--- src/rtl/can_pkg.sv ---
// Shared CAN definitions: field widths, scheduler state encoding, frame payload struct
// and a DLC clamp helper. Imported by can_tx_scheduler and can_id_min_sel.
package can_pkg;

   localparam int unsigned CAN_ID_W    = 11;
   localparam int unsigned CAN_DLC_W   = 4;
   localparam int unsigned CAN_DLC_MAX = 8;
   localparam int unsigned CAN_DATA_W  = 64;
   localparam int unsigned CAN_CNT_W   = 4;

   typedef enum logic [1:0] {
      ST_IDLE  = 2'd0,
      ST_SEL   = 2'd1,
      ST_OFFER = 2'd2,
      ST_WAIT  = 2'd3
   } sched_state_e;

   typedef struct packed {
      logic [CAN_ID_W-1:0]   id;
      logic [CAN_DLC_W-1:0]  len;
      logic [CAN_DATA_W-1:0] data;
   } can_frame_t;

   // DLC codes 9..15 carry 8 data bytes on classic CAN
   function automatic logic [CAN_DLC_W-1:0] clamp_dlc(input logic [CAN_DLC_W-1:0] dlc);
      return (dlc > CAN_DLC_W'(CAN_DLC_MAX)) ? CAN_DLC_W'(CAN_DLC_MAX) : dlc;
   endfunction

endpackage

--- src/rtl/can_id_min_sel.sv ---
// Combinational arbiter: finds the pending entry with the lowest ID; ties go to the
// lowest index, matching CAN bus priority.
// Ports:
//   pending_i  N flags, entry eligible for selection
//   id_i       N IDs
//   found_o    at least one entry pending
//   idx_o      index of the winning entry (0 when none)
module can_id_min_sel
   import can_pkg::*;
#(
   parameter int unsigned N     = 4,
   parameter int unsigned IDX_W = (N > 1) ? $clog2(N) : 1
) (
   input  logic [N-1:0]               pending_i,
   input  logic [N-1:0][CAN_ID_W-1:0] id_i,
   output logic                       found_o,
   output logic [IDX_W-1:0]           idx_o
);

   logic                found;
   logic [IDX_W-1:0]    idx;
   logic [CAN_ID_W-1:0] best_id;

   // Strict '<' keeps the earlier (lower) index on equal IDs
   always_comb begin
      found   = 1'b0;
      idx     = '0;
      best_id = '0;
      for (int i = 0; i < int'(N); i++) begin
         if (pending_i[i] && (!found || (id_i[i] < best_id))) begin
            found   = 1'b1;
            idx     = IDX_W'(i);
            best_id = id_i[i];
         end
      end
   end

   assign found_o = found;
   assign idx_o   = idx;

endmodule

--- src/rtl/can_tx_scheduler.sv ---
// CAN transmit scheduler: NMB mailboxes, lowest-ID arbitration before every attempt,
// one frame at a time offered to the packet engine, bounded retries on lost/errored frames.
// Optional feature macro: CAN_TX_ABORT_EN adds the mb_abort input (per-mailbox abort).
// Ports:
//   clk, rstn            clock, asynchronous active-low reset
//   mb_load/id/len/data  per-mailbox load strobe and packed frame fields
//   mb_abort             (CAN_TX_ABORT_EN only) per-mailbox abort request
//   mb_busy/done/fail    mailbox occupied, success pulse, give-up pulse
//   pkt_valid/ready      frame handoff to packet engine, with pkt_id/len/data
//   pkt_end/pkt_ok       attempt finished, qualified by success
module can_tx_scheduler
   import can_pkg::*;
#(
   parameter int unsigned NMB       = 4,
   parameter int unsigned RETRY_MAX = 8
) (
   input  logic                      clk,
   input  logic                      rstn,
   input  logic [NMB-1:0]            mb_load,
   input  logic [NMB*CAN_ID_W-1:0]   mb_id,
   input  logic [NMB*CAN_DLC_W-1:0]  mb_len,
   input  logic [NMB*CAN_DATA_W-1:0] mb_data,
`ifdef CAN_TX_ABORT_EN
   input  logic [NMB-1:0]            mb_abort,
`endif
   output logic [NMB-1:0]            mb_busy,
   output logic [NMB-1:0]            mb_done,
   output logic [NMB-1:0]            mb_fail,
   output logic                      pkt_valid,
   input  logic                      pkt_ready,
   output logic [CAN_ID_W-1:0]       pkt_id,
   output logic [CAN_DLC_W-1:0]      pkt_len,
   output logic [CAN_DATA_W-1:0]     pkt_data,
   input  logic                      pkt_end,
   input  logic                      pkt_ok
);

   localparam int unsigned IDX_W = (NMB > 1) ? $clog2(NMB) : 1;

   sched_state_e                       state_q;
   can_frame_t [NMB-1:0]               mb_q;
   logic [NMB-1:0]                     busy_q;
   logic [NMB-1:0]                     done_q;
   logic [NMB-1:0]                     fail_q;
   logic [NMB-1:0][CAN_CNT_W-1:0]      cnt_q;
   logic [IDX_W-1:0]                   win_q;
   logic                               abort_pend_q;
   logic                               pkt_valid_q;
   can_frame_t                         pkt_q;

   logic [NMB-1:0]                     abort_c;
   logic [NMB-1:0]                     pending_c;
   logic                               in_flight_c;
   logic [NMB-1:0][CAN_ID_W-1:0]       id_vec_c;
   logic                               sel_found_c;
   logic [IDX_W-1:0]                   sel_idx_c;

`ifdef CAN_TX_ABORT_EN
   assign abort_c = mb_abort;
`else
   assign abort_c = '0;
`endif

   // Mailboxes being aborted this cycle are not eligible for arbitration
   assign pending_c   = busy_q & ~abort_c;
   assign in_flight_c = (state_q == ST_OFFER) || (state_q == ST_WAIT);

   always_comb begin
      id_vec_c = '0;
      for (int i = 0; i < int'(NMB); i++) begin
         id_vec_c[i] = mb_q[i].id;
      end
   end

   can_id_min_sel #(
      .N     (NMB),
      .IDX_W (IDX_W)
   ) u_sel (
      .pending_i (pending_c),
      .id_i      (id_vec_c),
      .found_o   (sel_found_c),
      .idx_o     (sel_idx_c)
   );

   // Mailbox storage plus scheduler FSM; release of the in-flight mailbox is done by the
   // FSM, and its assignments take precedence over the per-mailbox loop above them.
   always_ff @(posedge clk or negedge rstn) begin
      if (!rstn) begin
         state_q      <= ST_IDLE;
         mb_q         <= '0;
         busy_q       <= '0;
         done_q       <= '0;
         fail_q       <= '0;
         cnt_q        <= '0;
         win_q        <= '0;
         abort_pend_q <= 1'b0;
         pkt_valid_q  <= 1'b0;
         pkt_q        <= '0;
      end else begin
         done_q <= '0;
         fail_q <= '0;

         for (int i = 0; i < int'(NMB); i++) begin
            if (mb_load[i] && !busy_q[i]) begin
               mb_q[i].id   <= mb_id[i*CAN_ID_W +: CAN_ID_W];
               mb_q[i].len  <= clamp_dlc(mb_len[i*CAN_DLC_W +: CAN_DLC_W]);
               mb_q[i].data <= mb_data[i*CAN_DATA_W +: CAN_DATA_W];
               busy_q[i]    <= 1'b1;
               cnt_q[i]     <= '0;
            end else if (busy_q[i] && abort_c[i] && !(in_flight_c && (win_q == IDX_W'(i)))) begin
               busy_q[i] <= 1'b0;
               fail_q[i] <= 1'b1;
            end
         end

         case (state_q)
            ST_IDLE: begin
               if (|pending_c) state_q <= ST_SEL;
            end
            ST_SEL: begin
               if (sel_found_c) begin
                  win_q       <= sel_idx_c;
                  pkt_q       <= mb_q[sel_idx_c];
                  pkt_valid_q <= 1'b1;
                  state_q     <= ST_OFFER;
               end else begin
                  state_q <= ST_IDLE;
               end
            end
            ST_OFFER: begin
               // A handoff on the same edge as an abort wins; the abort then applies in WAIT
               if (pkt_ready) begin
                  pkt_valid_q  <= 1'b0;
                  abort_pend_q <= abort_c[win_q];
                  state_q      <= ST_WAIT;
               end else if (abort_c[win_q]) begin
                  pkt_valid_q    <= 1'b0;
                  busy_q[win_q]  <= 1'b0;
                  fail_q[win_q]  <= 1'b1;
                  state_q        <= ST_IDLE;
               end
            end
            ST_WAIT: begin
               if (pkt_end) begin
                  abort_pend_q <= 1'b0;
                  state_q      <= ST_IDLE;
                  if (pkt_ok) begin
                     done_q[win_q] <= 1'b1;
                     busy_q[win_q] <= 1'b0;
                  end else if (!abort_pend_q && !abort_c[win_q] &&
                               (cnt_q[win_q] < CAN_CNT_W'(RETRY_MAX))) begin
                     cnt_q[win_q] <= cnt_q[win_q] + CAN_CNT_W'(1);
                  end else begin
                     fail_q[win_q] <= 1'b1;
                     busy_q[win_q] <= 1'b0;
                  end
               end else if (abort_c[win_q]) begin
                  abort_pend_q <= 1'b1;
               end
            end
            default: state_q <= ST_IDLE;
         endcase
      end
   end

   assign mb_busy   = busy_q;
   assign mb_done   = done_q;
   assign mb_fail   = fail_q;
   assign pkt_valid = pkt_valid_q;
   assign pkt_id    = pkt_q.id;
   assign pkt_len   = pkt_q.len;
   assign pkt_data  = pkt_q.data;

endmodule

--- config.mk ---
export PLATFORM = sky130hd
export DESIGN_NAME = can_tx_scheduler
export DESIGN_NICKNAME = d
export VERILOG_FILES = /design/src/rtl/can_pkg.sv /design/src/rtl/can_id_min_sel.sv /design/src/rtl/can_tx_scheduler.sv
export SDC_FILE = /design/constraint.sdc
export NUM_CORES = 1
export LEC_CHECK = 0
export ABC_CLOCK_PERIOD_IN_PS = 9010
export CORE_MARGIN = 2
export CORE_UTILIZATION = 46
export CTS_BUF_LIST = sky130_fd_sc_hd__clkbuf_4 sky130_fd_sc_hd__clkbuf_8
export DETAILED_ROUTE_END_ITERATION = 12
export GPL_TIMING_DRIVEN = 0
export PLACE_DENSITY = 0.73
export SYNTH_ARGS = -nofsm -noshare
export SYNTH_HDL_FRONTEND = slang
export SYNTH_HIERARCHICAL = 1
export SYNTH_SLANG_ARGS = --single-unit
--- constraint.sdc ---
create_clock -name clk -period 9.01 [get_ports clk]
set_clock_uncertainty 0.2 [all_clocks]
set_input_delay 0.901 -clock clk [delete_from_list [all_inputs] [get_ports clk]]
set_output_delay 0.901 -clock clk [all_outputs]
set_load 0.005 [all_outputs]
== After elaboration in Yosys (flattened, before gate mapping) ==
Index checks and enable logic that the tools add are counted.

* Register bits after elaboration: 429
* Input bits: 325
* Word-level logic and storage cells: 145

* Add/subtract/negate cells: 1
* $lt $le $gt $ge: 11
* Eq/ne operators: 9
* Muxes and demuxes: 66
* Bitwise logic cells: 2
* Reductions and logical operators: 30

{| class="wikitable"
|+ Operators with widths
! operator !! number
|-
| $bmux 79 s2 || 1
|-
| $mux 4 || 23
|-
| $mux 79 || 1
|-
| $mux 16 || 4
|-
| $lt 11x11->1 || 3
|-
| $mux 11 || 3
|-
| $mux 1 || 17
|-
| $bwmux 16 || 1
|-
| $gt 4x4->1 const B || 4
|-
| $pmux 4 s2 || 2
|-
| $mux 2 || 7
|-
| $logic_and 1x1->1 || 10
|-
| $logic_not 1->1 || 9
|-
| $reduce_and 3->1 || 3
|-
| $bmux 4 s2 || 1
|-
| $demux 4 s2 || 1
|-
| $ne 2x2->1 const B || 4
|-
| $pmux 2 s4 || 1
|-
| $lt 2x3->1 const B || 2
|-
| $ne 3x2->1 const B || 2
|-
| $add 4x1->4 const B || 1
|-
| $and 4x4->4 || 1
|-
| $eq 2x2->1 const B || 2
|-
| $lt 4x4->1 const B || 1
|-
| other kinds (11) || 15
|}

== Longest topological paths before layout ==
Gate-level depths: netlist of the first run.

* Word-level depth: 15
* Depth in mapped cells: 29
* Gate-level depth less buffers: 24

== By module ==
The synthesis of the first run kept the hierarchy.

{| class="wikitable"
|+ By module, submodules not included
! module !! times used !! cells each !! area an instance (um2) !! sequential area each (um2)
|-
| can_tx_scheduler || 1 || 1734 || 18177.4 || 10735.3
|-
| can_id_min_sel || 1 || 151 || 1156.1 || 0.0
|}

== Least setup slack after synthesis of the first run ==
Ideal clock, no wire load.

* Path type: register to register
* From: register busy_q[0], in the netlist mb_busy[0]
* To: register pkt_q (netlist bit pkt_id[0])
* Data arrival time: 6.415 ns
* Data required time: 8.685 ns
* Slack: 2.270 ns
* Cell stages (with the launch flop): 30
* Buffers on the path: 5
* Period minus slack after synthesis: 6.740 ns
* Path through: dfrtp_1 > clkbuf_1 > nand2_1 > ha_1 > a21oi_1 > o21a_1 > a2bb2oi_2 > and3_1 > buf_2 > o2bb2ai_1 > inv_1 > ha_1 > a211oi_1 > o21ai_1 > a221o_1 > a21o_1 > a31oi_2 > buf_6 > mux2_4 > ha_1 > a21oi_1 > o211ai_1 > o311a_1 > a211oi_1 > o221ai_1 > o221ai_1 > clkbuf_1 > buf_2 > mux4_2 > mux2_2

* Cells in the longest elaborated chain, start to end: 15
* Elaborated cells on any way between the ends: 25

{| class="wikitable"
|+ Ends and longest elaborated chain
! element !! RTL line !! RTL
|-
| from (decl) || can_tx_scheduler.sv:42 || <nowiki>logic [NMB-1:0] busy_q;</nowiki>
|-
| from (signal assigned) || can_tx_scheduler.sv:91 || <nowiki>busy_q <= '0;</nowiki>
|-
| from (signal, indexed assignment) || can_tx_scheduler.sv:108 || <nowiki>busy_q[i] <= 1'b1;</nowiki>
|-
| from (signal, indexed assignment) || can_tx_scheduler.sv:111 || <nowiki>busy_q[i] <= 1'b0;</nowiki>
|-
| $mux 11 or $mux 1 (tied branches) || can_id_min_sel.sv:30 || <nowiki>if (pending_i[i] && (!found || (id_i[i] < best_id))) begin</nowiki>
|-
| $lt 11x11->1 or $logic_not 1->1 (tied branches) || can_id_min_sel.sv:30 ||
|-
| $logic_or 1x1->1 || can_id_min_sel.sv:30 ||
|-
| $logic_and 1x1->1 || can_id_min_sel.sv:30 ||
|-
| $mux 11 or $mux 1 (tied branches) || can_id_min_sel.sv:30 ||
|-
| $lt 11x11->1 or $logic_not 1->1 (tied branches) || can_id_min_sel.sv:30 ||
|-
| $logic_or 1x1->1 || can_id_min_sel.sv:30 ||
|-
| $logic_and 1x1->1 || can_id_min_sel.sv:30 ||
|-
| $mux 11 or $mux 1 (tied branches) || can_id_min_sel.sv:30 ||
|-
| $lt 11x11->1 or $logic_not 1->1 (tied branches) || can_id_min_sel.sv:30 ||
|-
| $logic_or 1x1->1 || can_id_min_sel.sv:30 ||
|-
| $logic_and 1x1->1 || can_id_min_sel.sv:30 ||
|-
| $mux 2 (*) || can_id_min_sel.sv:30 ||
|-
| via sel_idx_c[0] || can_tx_scheduler.sv:56 || <nowiki>logic [IDX_W-1:0] sel_idx_c;</nowiki>
|-
| $bmux 79 s2 (*) || can_tx_scheduler.sv:123 || <nowiki>pkt_q <= mb_q[sel_idx_c];</nowiki>
|-
| $mux 79 (not written as such) (*) || can_tx_scheduler.sv:123 ||
|-
| to (signal assigned) || can_tx_scheduler.sv:123 ||
|-
| to (decl) || can_tx_scheduler.sv:49 || <nowiki>can_frame_t pkt_q;</nowiki>
|}

Mark *: on every way through the listed nets, which the timed path passes. The rest lies on a longest branch. The select of a mux whose other input is x is not followed.
A chain may end at the register's enable or synchronous reset.

== Final worst setup path of the first run ==
* From: register busy_q[0], in the netlist mb_busy[0]
* To: register pkt_q (netlist bit pkt_data[46])

The elaborated chain is that of the path after synthesis.

==> flow_metrics.py, run 1 <==
metrics = {
    "run_status": {
        "outcome": "complete, no violations",
    },
    "detailed_routing": {
        "met3_wirelength_um": 4040,
        "dr.pass1.iters": 8,
        "vias_per_cell": 5.36,
        "wl_met2_um": 28900,
        "wl_per_cell_um": 20.2,
        "wl_met1_um": 24400,
        "routed.top_layer": "met5",
        "drc": 0,
        "finalWirelength_um": 59900,
        "vias": 15925,
        "first_iter_violations": 996,
        "antenna_left": 0,
    },
    "synth": {
        "synth_cell_types": 59,
        "synthArstFlopShare_pct": 100,
        "syn_inst": 1885,
        "netlist_area_sq_um": 19300,
        "synth_edf_count": 0,
        "ys.warnings.count": 6,
        "netlist.area_leader.share_pct": 55.5,
        "synth_area_leader_cell": "dfrtp_1",
        "post_synth.cell_area_avg_sq_um": 10.3,
        "ys_top_cells_by_area": "dfrtp_1, nand2_1, mux4_2",
        "ys_seq_area_share_pct": 55.5,
        "syn-num-nets": 2241,
        "ys_ff_latch": 429,
        "synth_top_flop_cell": "dfrtp_1",
    },
    "clock_network": {
        "clockBufferDepth": 3,
        "numCtsBuffers": 72,
        "root_buffer": "clkbuf_8",
        "cts.sinks": 429,
        "cts_tree": "done",
        "h-tree-depth": 3,
        "worstSkewPairLatency_ps": 630,
        "clkSlewWorstSetupHoldPaths_ps": 60,
        "post_cts_buffers": 0,
    },
    "finish": {
        "final_common_cell": "nand2_1",
        "finalNetCount": 2734,
        "area_growth_pct": 33.1,
        "drive_gt1_share_pct": 13.2,
        "n_fill_cell": 3471,
        "mostFrequentLayoutCells": "nand2_1, dfrtp_1, clkdlybuf4s50_1, clkbuf_8, clkbuf_1",
        "post-route-util_pct": 61.6,
        "postLayoutCellArea_sq_um": 25700,
    },
    "grt": {
        "overflow": 0,
        "grt_pass1_wl_um": 92900,
        "grt_pass1_vias": 16812,
        "antenna_found_initial": 5,
        "grt_max_degree": 127,
        "grt_util_all_layers_pct": 27.8,
    },
    "timing": {
        "max_freq_mhz": 118,
        "hold_viol_final": 0,
        "max_slew_margin_pct": 34.4,
        "worst_pin_slew_ps": 985,
        "setup_violations": 0,
        "timing.hold.ws_ps": 90.8,
        "grt_setup_unrepaired": "no",
        "slew_viol_final": 0,
        "worst_slack_ps": 516,
        "post-route-period-util_pct": 94.3,
        "min_period_ps": 8490,
    },
    "die": {
        "ios": 417,
        "die_y_um": 209,
        "core-area_sq_um": 41800,
        "design.die.area_sq_um": 43700,
        "die_x_um": 209,
        "num_rows": 75,
        "initial_utilization_pct": 46.3,
    },
    "power_and_ir_drop": {
        "p_leak_nw": 12.4,
        "irDropWorstVdd_mv": 0.309,
        "finalPower_mw": 11.1,
        "p_per_area_nw_per_um2": 430,
    },
    "setup_path": {
        "cp_max_fo": 12,
        "end_kind": "register",
        "startpoint": "mb_busy[0]$_DFF_PN0_",
        "crit_arrival_ps": 8780,
        "cp_data_required_time_ps": 9300,
        "worst_path_max_delay_cell": "dfrtp_1",
        "worst_path_largest_cell_delay_ps": 700,
        "crit_type": "reg2reg",
        "crit_top_cell": "ha_1",
        "r2r-start": "mb_busy[0]$_DFF_PN0_",
        "start_kind": "register",
    },
    "placement": {
        "hpwl_um": 42600,
        "portBuffers": 416,
        "place_ws_ps": 491,
        "gp_congestion": 0.907,
        "placed_area_sq_um": 24300,
    },
    "job": {
        "drv_cap": 0,
    },
    "hold_path": {
        "worstHoldPathType": "in2async",
    },
}
## metal layers
metal	track usage, %	up-vias
met5	0	-
li1	-	7179
met4	13.5	2
met3	5.18	156
met1	36.2	7946
met2	45.1	642
## final cells by class
class                   count  area (sq um)  area share [%]
flip-flops and latches    429         10700            41.7
plain buffers             105           449            1.75
clock inverters             9          68.8           0.267
inverters                  14          52.6           0.204
repair buffers            419          4250            16.5
clock buffers             112          1390            5.38
well taps                 539           674            2.62
diodes                      5          12.5          0.0486
multi-input cells        1337          8100            31.5
## worst max-delay path: cells and delay by family, from the launching register on
kind,cells,cell delay [ps]
mux,3,1170
flops,1,700
simple gates,4,680
fa+ha+maj,3,770
buf+inv,6,1810
compound gates,13,3010
## path summary, 6_finish.rpt
path / endpoint / slack [ps] / depth (start not counted)
setup / recovery: pkt_data[46]$_DFFE_PN0P_ / 520 / 29
hold / removal: mb_q[51]$_DFFE_PN0P_ / 90 / 1
setup reg to reg: pkt_data[46]$_DFFE_PN0P_ / 520 / 29
hold reg to reg: mb_q[299]$_DFFE_PN0P_ / 270 / 2
max in group asynchronous: mb_q[167]$_DFFE_PN0P_ / 6990 / 3
min in group clk: mb_q[299]$_DFFE_PN0P_ / 270 / 2
## per-stage QoR
step                TNS [ps]  cells
floorplan                  0   1885
global placement    -4862560   2840
detailed placement         0   2843
CTS                        0   2964
global route               0   2966
finish                     0   2969
## logic make-up (layout without fill, tap and decap cells)
family | Yosys count | count (layout) | synth area share, %
simple gates | 1059 | 1059 | 21.8
flops | 429 | 429 | 55.5
mux | 185 | 185 | 15.7
buf+inv | 119 | 659 | 2.58
compound gates | 61 | 61 | 2.37
fa+ha+maj | 31 | 31 | 2.01
xor+xnor | 1 | 1 | 0.0453
other cells | 0 | 5 | 0
## state kept, by name, indices dropped and copies added (netlist names)
signal / count
cnt_q: 16
id_vec_c: 44
win_q: 2
state_q: 2
pkt_data: 64
pkt_len: 4
mb_done: 4
mb_busy: 4
mb_fail: 4
mb_q: 272
abort_pend_q: 1
pkt_id: 11
pkt_valid: 1
## cell usage after synthesis, types with 6 or more instances
| library cell | number |
|---|---|
| nor2_1 | 22 |
| a2bb2oi_1 | 6 |
| nand2b_1 | 6 |
| ha_1 | 31 |
| clkbuf_1 | 86 |
| buf_2 | 10 |
| mux4_2 | 80 |
| inv_1 | 14 |
| dfrtp_1 | 429 |
| a21oi_1 | 11 |
| nand3_1 | 6 |
| nand3b_1 | 14 |
| mux2i_1 | 15 |
| o21a_1 | 6 |
| mux2_2 | 82 |
| o21ai_0 | 7 |
| nand2_1 | 974 |
## where the power goes
group	total, mW	internal (mW)	switching (mW)
Combinational	5.94	3.22	2.72
Sequential	3.36	2.82	0.541
Clock	1.76	0.977	0.788
## timing repair
item                       in CTS  in global routing
setup endpoints to repair       0                 79
hold buffers                    0                  0
resized for setup               0                  5
(Power assumes the default switching activity.)
==> run 2: changes to the inputs <==
- CORE_ASPECT_RATIO: unset -> 1.4
- CORE_UTILIZATION: 46 -> 53
- PLACE_DENSITY: 0.73 -> 0.83
==> run 2 against run 1 <==
  * Sequential share of layout area up 0.18 points
  * Largest power group unchanged
  * Highest routed layer unchanged
  * Via count up 2.3%
  * Sequential power about the same
  * First-iteration DRC count up 26%
==> flow_metrics.py, run 2 (same netlist as run 1, synthesis figures left out) <==
metrics = {
    "grt": {
        "overflow": 0,
        "antenna_found_initial": 6,
        "grt_pass1_vias": 17374,
        "grt_max_degree": 118,
        "grt_util_all_layers_pct": 32.9,
        "grt_pass1_wl_um": 94000,
    },
    "power_and_ir_drop": {
        "power.switching_mw": 4.08,
        "internal_power_mw": 7.03,
        "switching_share_pct": 36.7,
        "finalPower_mw": 11.1,
        "irDropWorstVdd_mv": 0.257,
        "p_leak_nw": 12.4,
        "p_per_area_nw_per_um2": 434,
        "p_clk_share_pct": 15.9,
        "p_seq_share_pct": 30.5,
        "p_comb_share_pct": 53.6,
    },
    "finish": {
        "largest_register": "mb_q",
        "finalNetCount": 2729,
        "drive_gt1_share_pct": 12.9,
        "largest_register_ffs": 272,
        "area_growth_pct": 32.5,
        "final_common_cell": "nand2_1",
        "postLayoutCellArea_sq_um": 25600,
        "mostFrequentLayoutCells": "nand2_1, dfrtp_1, clkdlybuf4s50_1, clkbuf_8, clkbuf_1",
    },
    "timing": {
        "setup_violations": 0,
        "post-route-period-util_pct": 95.5,
        "worst_pin_slew_ps": 1160,
        "min_period_ps": 8600,
        "slew_viol_final": 0,
        "setup-tns-final_ps": 0,
        "max_freq_mhz": 116,
        "max_slew_margin_pct": 22.9,
        "grt_setup_unrepaired": "no",
        "hold_viol_final": 0,
    },
    "setup_path": {
        "r2r_setup_slack_ps": 410,
        "crit_arrival_ps": 8880,
        "r2r-start": "mb_busy[0]$_DFF_PN0_",
        "r2r_cells": 27,
        "cp_max_fo": 12,
        "cp_data_required_time_ps": 9290,
        "start_kind": "register",
        "crit_type": "reg2reg",
        "end_kind": "register",
        "r2r_end": "pkt_id[2]$_DFFE_PN0P_",
    },
    "die": {
        "die_x_um": 165,
        "num_rows": 82,
        "design.die.area_sq_um": 38000,
        "ios": 417,
        "initial_utilization_pct": 53.8,
        "core-area_sq_um": 35900,
        "die_y_um": 230,
    },
    "placement": {
        "portBuffers": 416,
        "placed_area_sq_um": 24200,
        "gp_congestion": 0.945,
        "hpwl_um": 45000,
    },
    "clock_network": {
        "h-tree-depth": 3,
        "worstSkewPairLatency_ps": 610,
        "cts_tree": "done",
        "clkSlewWorstSetupHoldPaths_ps": 60,
        "post_cts_buffers": 0,
        "clockBufferDepth": 3,
        "numCtsBuffers": 67,
        "hold_buffers": 0,
        "cts.sinks": 429,
        "root_buffer": "clkbuf_8",
        "post_cts_resized": 0,
    },
    "detailed_routing": {
        "finalWirelength_um": 61400,
        "vias": 16293,
        "drc": 0,
        "dr.pass1.iters": 6,
        "antenna_left": 0,
        "vias_per_cell": 5.65,
        "wl_per_cell_um": 21.3,
        "first_iter_violations": 1259,
    },
    "hold_path": {
        "worstHoldPathType": "in2async",
    },
    "job": {
        "drv_cap": 0,
    },
    "run_status": {
        "outcome": "complete, no violations",
    },
}
## run 2: how the worst max path moves through the flow
| stage | from | end | slack, ps | cells after the start |
|---|---|---|---|---|
| after floorplan | mb_busy[0]$_DFF_PN0_ | pkt_id[0]$_DFFE_PN0P_ | 2270 | 29 |
| after global placement | rstn | mb_q[274]$_DFFE_PN0P_ | -10840 | 1 |
| after detailed placement | mb_busy[0]$_DFF_PN0_ | pkt_len[3]$_DFFE_PN0P_ | 500 | 27 |
| after CTS | mb_busy[0]$_DFF_PN0_ | pkt_len[3]$_DFFE_PN0P_ | 460 | 27 |
| after global routing | mb_busy[0]$_DFF_PN0_ | pkt_len[3]$_DFFE_PN0P_ | 2 | 29 |
| final | mb_busy[0]$_DFF_PN0_ | pkt_id[2]$_DFFE_PN0P_ | 410 | 27 |
## run 2: layer usage
layer	global-route usage (%)	vias to the layer above	wire, um	part of all wire [%]
met5	0	-	27	0.044
li1	-	7161	-	-
met3	6.30	238	4780	7.8
met2	54.8	831	30600	50
met4	20.9	4	4070	6.6
met1	39.1	8059	22000	36
## run 2: area by class of cell
| cell class | count | area [sq um] |
|---|---|---|
| Antenna cell | 5 | 12.5 |
| Multi-Input combinational cell | 1337 | 8100 |
| Inverter | 14 | 52.6 |
| Fill cell | 2634 | 10300 |
| Timing Repair Buffer | 419 | 4250 |
| Sequential cell | 429 | 10700 |
| Clock buffer | 101 | 1300 |
| Tap cell | 462 | 578 |
| Clock inverter | 13 | 149 |
| Buffer | 105 | 447 |
## run 2: metrics by stage
stage                     worst slack, ps  hold slack (ps)  util (%)  cells
after CTS                             464              209      71.3   2880
final                                 406              144      71.4   2885
after floorplan                      2270              233         -   1885
after global placement             -10840              252      67.0   2763
after detailed placement              502              258      67.3   2766
after global routing                 1.63              249      71.3   2884
## run 2: power groups by stage
stage                     clock [mW]  sequential [mW]  combinational [mW]
after floorplan                    0             3.20                4.36
after global placement             0             3.34                5.78
after detailed placement           0             3.39                5.95
after CTS                       1.78             3.37                5.98
after global routing            1.86             3.47                6.45
final                           1.76             3.39                5.96
## run 2: critical path, cell delays in order, from the launching register on
cell,delay (ps)
dfrtp_1,640
clkbuf_1,430
nand2_1,150
ha_1,350
a21oi_1,150
o21ai_0,150
a22o_1,290
nor2_1,230
buf_4,230
a2bb2oi_1,290
ha_1,310
a21o_1,220
a221o_1,340
a21o_1,230
a31oi_2,270
buf_6,240
mux2_4,310
ha_1,170
a21oi_1,200
o211ai_1,140
o311a_1,310
a211oi_1,320
o221ai_1,190
o221ai_1,200
buf_1,590
clkbuf_1,590
mux4_2,430
mux2_2,280
==> run 3: changes to the inputs <==
- CORE_UTILIZATION: 53 -> 40
- CTS_BUF_LIST: sky130_fd_sc_hd__clkbuf_4 sky130_fd_sc_hd__clkbuf_8 -> unset
- PLACE_DENSITY: 0.83 -> 0.65
==> run 3 against run 2 <==
  * First-iteration DRC count down 20%
  * Final cell count grew 4.5%
  * Clock-buffer cell count fell by 46
  * Total power is 0.77% higher
  * Clock power rose by 6%
  * Utilization shrank 17 points
  * Combinational power hardly changed
  * Critical path type unchanged
  * Global-route usage decreased by 7.3 points
  * Largest power group unchanged
  * Maximum frequency fell by 0.21%
==> flow_metrics.py, run 3 (same netlist as run 1, synthesis figures left out) <==
metrics = {
    "setup_path": {
        "crit_type": "reg2reg",
        "worst_path_max_delay_cell": "dfrtp_1",
        "end_kind": "register",
        "r2r_cells": 29,
        "start_kind": "register",
        "crit_arrival_ps": 8840,
        "r2r_setup_slack_ps": 390,
        "cp_max_fo": 12,
        "crit_top_cell": "ha_1",
        "worst_path_largest_cell_delay_ps": 660,
        "cp_data_required_time_ps": 9230,
    },
    "finish": {
        "mostFrequentLayoutCells": "nand2_1, dfrtp_1, clkdlybuf4s50_1, clkbuf_1, mux2_2",
        "final_common_cell": "nand2_1",
        "area_growth_pct": 33.7,
        "drive_gt1_share_pct": 11.2,
        "finalNetCount": 2706,
        "largest_register_ffs": 272,
        "largest_register": "mb_q",
    },
    "die": {
        "core-area_sq_um": 47900,
        "ios": 417,
        "die_x_um": 190,
        "design.die.area_sq_um": 50100,
        "die_y_um": 264,
        "num_rows": 95,
        "initial_utilization_pct": 40.4,
    },
    "clock_network": {
        "numCtsBuffers": 43,
        "clkSlewWorstSetupHoldPaths_ps": 60,
        "root_buffer": "clkbuf_16",
        "clockBufferDepth": 3,
        "cts.sinks": 429,
        "hold_buffers": 0,
        "h-tree-depth": 2,
        "cts_tree": "done",
        "worstSkewPairLatency_ps": 550,
    },
    "job": {
        "drv_cap": 0,
    },
    "power_and_ir_drop": {
        "irDropWorstVdd_mv": 0.280,
        "p_leak_nw": 12.4,
        "p_clk_share_pct": 16.6,
        "power.switching_mw": 4.07,
        "p_comb_share_pct": 53.4,
        "switching_share_pct": 36.3,
        "internal_power_mw": 7.13,
        "p_seq_share_pct": 30.0,
        "p_per_area_nw_per_um2": 433,
    },
    "timing": {
        "setup_violations": 0,
        "hold_viol_final": 0,
        "grt_setup_unrepaired": "no",
        "timing.hold.ws_ps": 81.4,
        "worst_slack_ps": 388,
        "worst_pin_slew_ps": 1230,
        "max_slew_margin_pct": 17.9,
        "min_period_ps": 8620,
        "post-route-period-util_pct": 95.7,
        "slew_viol_final": 0,
        "max_freq_mhz": 116,
    },
    "grt": {
        "grt_pass1_wl_um": 97100,
        "grt_max_degree": 117,
        "overflow": 0,
        "grt_util_all_layers_pct": 25.6,
        "grt_pass1_vias": 16639,
        "antenna_found_initial": 10,
    },
    "placement": {
        "hpwl_um": 47100,
        "gp_congestion": 0.932,
        "place_ws_ps": 341,
        "portBuffers": 416,
    },
    "detailed_routing": {
        "vias": 15575,
        "wl_per_cell_um": 21.1,
        "finalWirelength_um": 63700,
        "drc": 0,
        "first_iter_violations": 1008,
        "antenna_left": 0,
        "dr.pass1.iters": 5,
        "vias_per_cell": 5.17,
    },
    "hold_path": {
        "worstHoldPathType": "in2async",
    },
    "run_status": {
        "outcome": "complete, no violations",
    },
}
run 3: cell count changes in the layout (fill, tap and decap cells not counted), moves of 2 or more:
cell and delta:
clkinv_2 +2, diode_2 +2, clkbuf_4 -15, clkbuf_1 +6, clkbuf_8 -80, bufinv_16 +3, clkinvlp_4 -2, clkbuf_16 +43
run 3: final timing paths:
check / start / to
max: mb_busy[0]$_DFF_PN0_ / pkt_data[30]$_DFFE_PN0P_
min: rstn / mb_q[176]$_DFFE_PN0P_
max in group asynchronous: rstn / pkt_data[58]$_DFFE_PN0P_
max reg2reg: mb_busy[0]$_DFF_PN0_ / pkt_data[30]$_DFFE_PN0P_
min reg2reg: mb_q[224]$_DFFE_PN0P_ / mb_q[224]$_DFFE_PN0P_
min in group clk: mb_q[224]$_DFFE_PN0P_ / mb_q[224]$_DFFE_PN0P_
run 3: metrics by stage:
stage / area (sq um) / utilization, % / total power [mW] / TNS (ps) / std cells
finish: 25900 / 54.0 / 11.2 / 0 / 3015
global route: 25900 / 54.0 / 12.0 / 0 / 3014
CTS: 25800 / 53.9 / 11.3 / 0 / 3008
detailed placement: 24400 / 50.9 / 9.39 / 0 / 2935
global placement: 24300 / 50.7 / 9.23 / -4897690 / 2931
floorplan: 19300 / - / 7.56 / 0 / 1885
run 3: layout make-up:
type / count / area (sq um)
well taps: 630 / 788
inverters: 14 / 52.6
flip-flops and latches: 429 / 10700
clock inverters: 18 / 251
fillers: 4299 / 22000
diodes: 7 / 17.5
clock buffers: 55 / 1180
plain buffers: 105 / 448
multi-input cells: 1337 / 8100
repair buffers: 420 / 4280
run 3: what timing repair did:
| item | in CTS | in global routing |
|---|---|---|
| gates resized for setup | 0 | 3 |
| setup buffers | 0 | 0 |
| setup endpoints to repair | 0 | 79 |
run 3: power by group through the flow:
| stage | registers [mW] | clock network (mW) | logic (mW) |
|---|---|---|---|
| after floorplan | 3.20 | 0 | 4.36 |
| after global placement | 3.35 | 0 | 5.88 |
| after detailed placement | 3.39 | 0 | 6.00 |
| after CTS | 3.36 | 1.89 | 6.03 |
| after global routing | 3.46 | 1.97 | 6.53 |
| final | 3.36 | 1.86 | 5.97 |
run 3: worst max-delay path: cells and delay by family, from the launching register on:
family                   cells  cell delay, ps
AND/OR/NAND/NOR              3             650
AO/OA/AOI/OAI               14            3190
adder cells (fa/ha/maj)      3             700
multiplexers                 3             990
buffers and inverters        6            2070
flip-flops                   1             660
run 3: routing by layer:
layer	up-vias	part of all wire [%]	wire length, um	global-route usage [%]
met2	591	50	31700	43.2
met1	7678	37	23700	30.8
met5	-	0.066	42	0
met4	6	6.0	3800	14.3
met3	183	6.9	4380	5.06
li1	7117	-	-	-
